## config.mk

```make
export PLATFORM = sky130hd
export DESIGN_NAME = uart_rx
export DESIGN_NICKNAME = d
export VERILOG_FILES = /design/src/rtl/uart_rx.sv
export SDC_FILE = /design/constraint.sdc
export NUM_CORES = 1
export LEC_CHECK = 0
export CORE_ASPECT_RATIO = 1.4
export CORE_UTILIZATION = 49
export DETAILED_ROUTE_END_ITERATION = 7
export GPL_TIMING_DRIVEN = 0
export MAX_ROUTING_LAYER = met4
export PLACE_DENSITY = 0.75
export SETUP_SLACK_MARGIN = 0.02
export SYNTH_ARGS = -nofsm -noshare
export SYNTH_HDL_FRONTEND = slang
export SYNTH_SLANG_ARGS = --single-unit
```

## constraint.sdc

```tcl
create_clock -name clk -period 4.7 [get_ports clk]
set_input_delay 0.705 -clock clk [delete_from_list [all_inputs] [get_ports clk]]
set_output_delay 0.705 -clock clk [all_outputs]
set_load 0.01 [all_outputs]
```

## src/rtl/uart_rx.sv

```systemverilog
// 8N1 UART receiver, LSB first: 2-flop input synchronizer, mid-bit sampling
// from a shared baud counter, one-cycle rx_valid / frame_err pulses.
module uart_rx #(
  parameter int CLK_FREQ  = 50000000,
  parameter int BAUD_RATE = 115200
) (
  input  logic       clk,
  input  logic       rst,
  input  logic       rx_in,
  output logic [7:0] rx_data,
  output logic       rx_valid,
  output logic       rx_busy,
  output logic       frame_err
);

  localparam int CLKS_PER_BIT = CLK_FREQ / BAUD_RATE;
  localparam int HALF_BIT     = CLKS_PER_BIT / 2;
  localparam int CW           = (CLKS_PER_BIT < 4) ? 2 : $clog2(CLKS_PER_BIT);

  localparam logic [CW-1:0] LIM_HALF = CW'(HALF_BIT - 1);
  localparam logic [CW-1:0] LIM_BIT  = CW'(CLKS_PER_BIT - 1);

  generate
    if (CLKS_PER_BIT < 4) begin : g_bad_baud
      $error("uart_rx: CLK_FREQ/BAUD_RATE must be at least 4");
    end
  endgenerate

  localparam logic [2:0] HOLD  = 3'd0;
  localparam logic [2:0] IDLE  = 3'd1;
  localparam logic [2:0] START = 3'd2;
  localparam logic [2:0] DATA  = 3'd3;
  localparam logic [2:0] STOP  = 3'd4;

  logic [2:0]    state;
  logic          sync_meta;
  logic          rx_s;
  logic [CW-1:0] cnt;
  logic [CW-1:0] cnt_lim;
  logic          sample;
  logic [2:0]    bit_idx;
  logic [7:0]    shreg;

  // START waits half a bit so every later sample lands mid-bit.
  assign cnt_lim = (state == START) ? LIM_HALF : LIM_BIT;
  assign sample  = (cnt == cnt_lim);
  assign rx_busy = (state == START) || (state == DATA) || (state == STOP);

  always_ff @(posedge clk) begin
    if (rst) begin
      sync_meta <= 1'b1;
      rx_s      <= 1'b1;
      state     <= HOLD;
      cnt       <= '0;
      bit_idx   <= '0;
      shreg     <= '0;
      rx_data   <= 8'h00;
      rx_valid  <= 1'b0;
      frame_err <= 1'b0;
    end else begin
      sync_meta <= rx_in;
      rx_s      <= sync_meta;
      rx_valid  <= 1'b0;
      frame_err <= 1'b0;

      if (rx_busy) begin
        cnt <= sample ? '0 : cnt + CW'(1);
      end

      case (state)
        HOLD: begin
          if (rx_s) state <= IDLE;
        end
        IDLE: begin
          if (!rx_s) begin
            state <= START;
            cnt   <= '0;
          end
        end
        START: begin
          if (sample) begin
            bit_idx <= '0;
            state   <= rx_s ? IDLE : DATA;
          end
        end
        DATA: begin
          if (sample) begin
            shreg   <= {rx_s, shreg[7:1]};
            bit_idx <= bit_idx + 3'd1;
            if (bit_idx == 3'd7) state <= STOP;
          end
        end
        STOP: begin
          if (sample) begin
            // A low stop bit drops into HOLD so a stuck-low line cannot start a frame.
            if (rx_s) begin
              rx_data  <= shreg;
              rx_valid <= 1'b1;
              state    <= IDLE;
            end else begin
              frame_err <= 1'b1;
              state     <= HOLD;
            end
          end
        end
        default: state <= HOLD;
      endcase
    end
  end

endmodule
```

==> impl_metrics.toml <==
[sta]
final-max-slew-violation-count = 0
setup_viol = 0
rsz0062_at_grt = "false"
hold_slack_ns = 0.410
setup_tns_ns = 0
max_freq_mhz = 367
skew_ns = 0.00865
fin_ws_ns = 1.98
fin_crit_sh = 0.579
hold_viol_final = 0
min_period_ns = 2.72
relSlewSlack = 0.709
worst-slew-pin-transition_ns = 0.437

[layout]
layout.nets = 184
diodes = 0
areaGrowthSynthToFinish_pct = 18.2
post_route_cells_drive_above_1_share = 0.123
final_cells = 216

[clock_tree]
cts_tree = "yes"
clk_latency_ns = 0.29
cts.htree.levels = 2
cts_inserted_buffers = 5
cts_hold_buf = 0
cts-root-buf = "clkbuf_8"
clk_pin_slew_ns = 0.07
numClockSinks = 35
cts_resized = 0
clock_path_buffers = 2
post_cts_buffers = 0

[worst_setup_path]
crit_type = "reg2out"
start_kind = "flop"
worstPathRequired_ns = 3.99
critPathSlowestCell = "clkdlybuf4s50_1"
worstPathArrival_ns = 2.02
cpPeakStageDelay_ns = 0.55
cp_max_fo = 10
cp_cell_sequence = "buf_2, nor3b_1, nor2_1, inv_2, clkdlybuf4s50_1"
critPathCaptureType = "primary output"

[grt]
grt_max_degree = 13
gr-total-overflow = 0
grt_pass1_vias = 1098
antenna_found_initial = 0
grt_usage = 0.188
grt_pass1_wl_um = 4620

[job]
cap_violations = 0

[place]
gp_congestion = 0.783
dp_hpwl_um = 1960
io_buffers = 12
place_ws_ns = 2.33
dp.cells = 208

[synth]
yosys.area.top_type_share = 0.456
synth.cell_area_mm2 = 0.00154
syn_nets = 165
yosysWarnings = 0
synth_cell_type_count = 38
synth_top_area_cell = "dfxtp_1"
netlist_instances = 159
yosys_register_bits = 35
ys_seq_area_frac = 0.456
synthTopCellsByArea = "dfxtp_1 (46%), mux2i_1 (14%), nor2_1 (9.0%)"
syn_avg_cell_area_um2 = 9.66

[floorplanning]
die_y_um = 68.2
dieArea_mm2 = 0.00336
ios = 14
core-area_mm2 = 0.00294
initial_core_util = 0.523
die_x_um = 49.3
rows = 23

[drt]
via_per_inst = 5.23
antenna_left = 0
drt-initial-drc-count = 19
wl_um = 2650
first_pass_iters = 4
wire_per_inst_um = 12.2
drcViolationCount = 0
vias = 1130

[pwr]
vdd_ir_drop_max_mv = 0.411
p_leak_nw = 0.649
total_power_uw = 703
power.density_mw_per_mm2 = 388

[hold_path]
hp-class = "reg2reg"

[status]
status = "finished clean"
-- where the power goes --
part | total, mW | leakage, nW | internal, mW | switching [mW]
Clock | 0.268 | 0.0581 | 0.158 | 0.110
Sequential | 0.319 | 0.283 | 0.308 | 0.0110
Combinational | 0.117 | 0.308 | 0.0525 | 0.0645
-- metrics by stage --
step / util / cell area (µm²)
3_3_place_gp: 0.580 / 1700
2_1_floorplan: - / 1540
3_5_place_dp: 0.580 / 1700
6_report: 0.618 / 1810
5_1_grt: 0.618 / 1810
4_1_cts: 0.618 / 1810
-- metal layers --
metal  global-route usage  part of all wire
met4               0.0919             0.017
met5                    -                 0
met2                0.325              0.51
met1                0.201              0.44
met3               0.0489             0.029
-- worst paths after layout --
path                            startpoint        to  slack (ns)  cells after the start
worst min register to register   sync_meta      rx_s        0.41                      1
worst max register to register      cnt[0]  state[0]        2.88                      5
worst max-delay path              state[1]   rx_busy        1.98                      5
worst min-delay path             sync_meta      rx_s        0.41                      1
-- placed cells by master (no fill, tap or decap), types with 2 or more instances in the layout --
| cell | count |
|---|---|
| nand3_1 | 3 |
| nor2_1 | 37 |
| clkbuf_1 | 4 |
| nor3b_1 | 2 |
| mux2i_1 | 21 |
| xor2_1 | 4 |
| or2_2 | 2 |
| xnor2_1 | 4 |
| clkdlybuf4s50_1 | 12 |
| and3_1 | 3 |
| nand2b_1 | 2 |
| clkbuf_8 | 5 |
| buf_2 | 3 |
| nand4_1 | 3 |
| ha_1 | 3 |
| dfxtp_1 | 35 |
| a21oi_1 | 2 |
| and4bb_2 | 2 |
| and2_1 | 3 |
| nand2_1 | 5 |
| nor2b_1 | 2 |
-- worst max-delay path, delay by kind of cell (launching register included) --
kind,cells,cell delay [ns]
buf+inv,3,0.87
simple gates,2,0.54
flops,1,0.31
-- kinds of logic after synthesis --
| family | Yosys count | share of synthesized area |
|---|---|---|
| AOI/OAI and AO/OA | 10 | 0.0522 |
| DFF | 35 | 0.456 |
| xor gates and xnor gates | 8 | 0.0456 |
| and+or+nand+nor | 73 | 0.260 |
| adders and majority gates | 3 | 0.0245 |
| muxes | 21 | 0.137 |
| buffers and inverters | 9 | 0.0244 |
-- registers in the layout, indices dropped and copies added, names as in the netlist --
name / flops
sync_meta: 1
rx_valid: 1
state: 3
shreg: 8
rx_data: 8
rx_s: 1
cnt: 9
bit_idx: 3
frame_err: 1
-- synthesized netlist by cell type --
cell type	count
or3_1	1
nand4_1	3
buf_2	3
nand2_1	5
nand3_1	3
ha_1	3
o2111ai_1	1
inv_1	1
a21boi_2	1
clkbuf_1	4
or2b_1	1
a31oi_1	1
xor2_1	4
a21oi_1	2
and2_4	1
nor3b_1	2
o31a_1	1
xnor2_1	4
nor4bb_1	1
nor3_1	1
or3b_1	1
nor2b_1	2
and4bb_2	2
nor4b_1	1
dfxtp_1	35
and3_1	3
a21boi_0	1
inv_2	1
o21ai_2	1
o21ba_2	1
and2_1	3
nand4bb_4	1
or2_2	2
nand2b_1	2
a311oi_1	1
nor2_1	37
mux2i_1	21
nor3_2	1
-- area by class of cell --
type                    count  area (µm²)
plain buffers               7        30.0
clock buffers               5        68.8
clock inverters             3        43.8
fillers                   255        1120
inverters                   2        7.51
multi-input cells         115         797
flip-flops and latches     35         701
well taps                  37        46.3
repair buffers             12         120
No activity file was read; power rests on OpenSTA's default activity.
